===== src/rtl/ib_c2v_skew_pipe.sv =====
// Skew/align delay pipe for check-to-variable messages feeding a chain of decomposed LUT stages.
// Channel k is tapped after k*STAGE_LAT registers and the same chain continues to the decision-node tap.
module ib_c2v_skew_pipe #(
    parameter int QUAN_SIZE = 3,
    parameter int DV        = 3,
    parameter int STAGE_LAT = 2,
    localparam int TOTAL_LAT = DV * STAGE_LAT,
    localparam int OCC_W     = $clog2(TOTAL_LAT + 1)
) (
    input  logic                    read_clk,
    input  logic                    rstn,
    input  logic                    en,
    input  logic                    flush,
    input  logic                    in_valid,
    input  logic [DV*QUAN_SIZE-1:0] c2v_in,
    input  logic [QUAN_SIZE-1:0]    ch_llr_in,
    output logic [DV*QUAN_SIZE-1:0] e_skew,
    output logic [DV*QUAN_SIZE-1:0] e_dn,
    output logic [QUAN_SIZE-1:0]    ch_llr_dn,
    output logic                    dn_valid,
    output logic [OCC_W-1:0]        occupancy
);
    logic [QUAN_SIZE-1:0] r_c2v [DV][TOTAL_LAT];
    logic [QUAN_SIZE-1:0] r_llr [TOTAL_LAT];
    logic [TOTAL_LAT-1:0] r_vld;
    logic [OCC_W-1:0]     r_occ;
    logic                 w_shift;

    // Data holds during a flush so the skew taps keep their last contents.
    assign w_shift = en & ~flush;

    always_ff @(posedge read_clk or negedge rstn) begin
        if (!rstn) begin
            for (int k = 0; k < DV; k++) begin
                for (int i = 0; i < TOTAL_LAT; i++) begin
                    r_c2v[k][i] <= '0;
                end
            end
            for (int i = 0; i < TOTAL_LAT; i++) begin
                r_llr[i] <= '0;
            end
        end else if (w_shift) begin
            for (int k = 0; k < DV; k++) begin
                r_c2v[k][0] <= c2v_in[k*QUAN_SIZE +: QUAN_SIZE];
                for (int i = 1; i < TOTAL_LAT; i++) begin
                    r_c2v[k][i] <= r_c2v[k][i-1];
                end
            end
            r_llr[0] <= ch_llr_in;
            for (int i = 1; i < TOTAL_LAT; i++) begin
                r_llr[i] <= r_llr[i-1];
            end
        end
    end

    // Occupancy tracks the valid chain exactly, so it is bounded by TOTAL_LAT by construction.
    always_ff @(posedge read_clk or negedge rstn) begin
        if (!rstn) begin
            r_vld <= '0;
            r_occ <= '0;
        end else if (flush) begin
            r_vld <= '0;
            r_occ <= '0;
        end else if (en) begin
            r_vld <= {r_vld[TOTAL_LAT-2:0], in_valid};
            r_occ <= r_occ + OCC_W'(in_valid) - OCC_W'(r_vld[TOTAL_LAT-1]);
        end
    end

    for (genvar k = 0; k < DV; k++) begin : g_ch
        if (k == 0) begin : g_pass
            assign e_skew[0 +: QUAN_SIZE] = c2v_in[0 +: QUAN_SIZE];
        end else begin : g_tap
            assign e_skew[k*QUAN_SIZE +: QUAN_SIZE] = r_c2v[k][k*STAGE_LAT-1];
        end
        assign e_dn[k*QUAN_SIZE +: QUAN_SIZE] = r_c2v[k][TOTAL_LAT-1];
    end

    assign ch_llr_dn = r_llr[TOTAL_LAT-1];
    assign dn_valid  = r_vld[TOTAL_LAT-1];
    assign occupancy = r_occ;
endmodule

===== config.mk =====
export PLATFORM = sky130hd
export DESIGN_NAME = ib_c2v_skew_pipe
export DESIGN_NICKNAME = d
export VERILOG_FILES = /design/src/rtl/ib_c2v_skew_pipe.sv
export SDC_FILE = /design/constraint.sdc
export NUM_CORES = 1
export LEC_CHECK = 0
export BUFFER_PORTS_ARGS = -buffer_cell sky130_fd_sc_hd__buf_2
export CORE_ASPECT_RATIO = 1.25
export CORE_MARGIN = 8
export CORE_UTILIZATION = 54
export CTS_BUF_LIST = sky130_fd_sc_hd__clkbuf_16
export DETAILED_ROUTE_END_ITERATION = 12
export PLACE_DENSITY = 0.75
export REMOVE_ABC_BUFFERS = 1
export SLEW_MARGIN = 20
export SYNTH_ARGS = -nofsm -noshare
export SYNTH_HDL_FRONTEND = slang
export SYNTH_SLANG_ARGS = --single-unit

===== constraint.sdc =====
create_clock -name read_clk -period 2.4 [get_ports read_clk]
set_input_delay 0.12 -clock read_clk [delete_from_list [all_inputs] [get_ports read_clk]]
set_output_delay 0.12 -clock read_clk [all_outputs]
set_load 0.01 [all_outputs]

==> out/summary.txt <==
clock latency on the worst-skew pair: 330 ps
post-DR wirelength/cell: 14.4 um
Vias/cell: 4.94
Final Hold Viols: 81
Yosys reg bits: 81
Slew @ Worst Pin: 981 ps
Total GRT Usage: 0.112
drt first pass iters: 4
MaxCap Viol Count: 0
number of global-route vias before repair: 1677
H-tree depth: 3
hold buffer count at CTS: 0
Post-Synthesis Cell Area: 3570 um2
clk root buf: clkbuf_16
initial antenna violation count: 0
cell-internal power: 3400 uW
Syn Inst Count: 213
Worst-path clk slew: 50 ps
Ys Warns: 0
CTS buffer count: 9
largest net degree at the start of global routing: 82
Routed Antenna Nets: 0
Sw Pwr: 1050 uW
Hold Crit Class: in2async
post-route cell area: 3980 um2
drt first-iter violations: 74
crit path kind: reg2reg
max-slew violations: 0
diode count: 0
Slew HR: 0.346
fill count: 496
GP Congestion: 0.720
Chip Height: 107 um
IO buf count: 41
hold slack: -54.1 ps
DP Area: 3670 um2
hpwl dp: 2.97 mm
CTS tree: done
type of origin of the critical path: flip-flop
RSZ-0062 raised after global routing: false
WP data required: 2610 ps
final net count: 256
row count: 33
Longest Clk Path Bufs: 2
CP Max Fanout: 3
area grow syn2layout: 11.6%
failing checks: hold timing
combinational power share: 0.225
DRT Wirelength: 4.71 mm
Clock Skews: 6.49 ps
Yosys cell types: 15
number of remaining DRC errors: 0
share of layout cells above drive strength 1: 0.546
Initial Util: 0.550
Leak: 0.00209 uW
postcts setup bufs: 0
Power per Cell Area: 1120 nW/um2
# IOs: 42
PostCTS Resize Cnt: 0
Seq/Total Area, Yosys: 0.568
chip width: 88.7 um
CORE AREA: 6480 um2
TritonCTS Sinks: 81
Clock power frac: 0.313
min Tclk post-route: 1890 ps
Setup crit end kind: flip-flop
detailed-route via count: 1617
Sw Ratio: 0.236
Post-Syn Area per Cell: 16.7 um2
status: finished with violations
CP arrival: 2100 ps
first-pass GRT wire length: 8.02 mm
Fmax achieved: 530 MHz
Max VDD drop: 526 uV
die area: 9480 um2
final setup violating endpoints: 0
sequential power share: 0.462
gr ovfl total: 0
period utilization: 0.786
area by class of cell:
type	count	area (um2)	share of cell area
sequential	81	2030	0.509
multi-input combinational	97	1270	0.320
timing repair buffer	43	248	0.0622
clock buffer	9	225	0.0566
tap	87	109	0.0273
clock inverter	6	83.8	0.0210
inverter	4	15.0	0.00377
final timing paths:
check	depth (start not counted)	start	endpoint	slack [ps]
min reg2reg	1	e_dn[1]	e_dn[1]	500
max in group asynchronous	1	rstn	e_dn[0]	1820
min in group read_clk	2	c2v_in[6]	r_c2v[15]	20
min	1	rstn	e_skew[7]	-50
max reg2reg	9	occupancy[0]	occupancy[2]	510
max	9	occupancy[0]	occupancy[2]	510
cell usage in the layout (no fill, tap or decap), types with 2 or more instances in the layout:
cell type and count:
mux2_4 70, clkbuf_16 9, buf_12 2, dfrtp_1 81
nor2_1 9, mux2i_1 8, inv_1 4, mux2_2 2
ha_1 2, bufinv_16 2, buf_2 40, clkinvlp_4 2
synth_stat cells:
master,n,area share
fa_1,1,0.0056
buf_2,2,0.0028
xor2_1,1,0.0025
mux2i_1,8,0.022
buf_4,21,0.044
dfrtp_1,81,0.57
mux2_4,70,0.29
ha_1,2,0.0070
nor2_1,9,0.0095
a21oi_1,1,0.0014
inv_1,4,0.0042
nand2b_1,2,0.0035
mux2_2,2,0.0063
a31o_2,1,0.0025
buf_6,8,0.025
kinds of logic after synthesis:
| logic type | share of synthesized area |
|---|---|
| mux | 0.323 |
| fa+ha+maj | 0.0126 |
| xor+xnor | 0.00246 |
| flops | 0.568 |
| simple gates | 0.0130 |
| buf+inv | 0.0765 |
| compound gates | 0.00386 |
state kept, by name, indices dropped and copies added, names as in the netlist:
| register | count |
|---|---|
| ch_llr_dn | 3 |
| e_dn | 9 |
| e_skew | 6 |
| occupancy | 3 |
| r_c2v | 39 |
| r_llr | 15 |
| r_vld | 6 |
power groups by stage:
stage	Clock, uW	Sequential [uW]	Combinational (uW)
2_1_floorplan	0	2080	715
3_3_place_gp	0	2060	989
5_1_grt	1500	2110	1080
6_report	1400	2060	1000
3_5_place_dp	0	2080	1010
4_1_cts	1440	2060	1020
worst max-delay path, cell delays in order (launching register included):
cell,delay [ps]
dfrtp_1,370
inv_1,50
ha_1,260
inv_1,50
ha_1,130
inv_1,50
fa_1,360
xor2_1,190
a21oi_1,90
a31o_2,220
routing by layer:
layer | up-vias | GRT usage | wire [um]
li1 | 751 | - | -
met1 | 820 | 0.150 | 2330
met2 | 36 | 0.150 | 2030
met3 | 10 | 0.0230 | 199
met4 | 0 | 0.0945 | 153
met5 | - | 0 | 0
metrics by stage:
step	std cells	utilization	power [uW]	setup TNS, ps	setup slack [ps]
final	327	0.614	4450	0	514
after global routing	327	0.614	4690	0	384
after CTS	327	0.614	4520	0	497
after detailed placement	312	0.567	3100	0	501
after global placement	312	0.567	3050	0	562
after floorplan	182	-	2800	-72370	-1070
(Power assumes the default switching activity.)
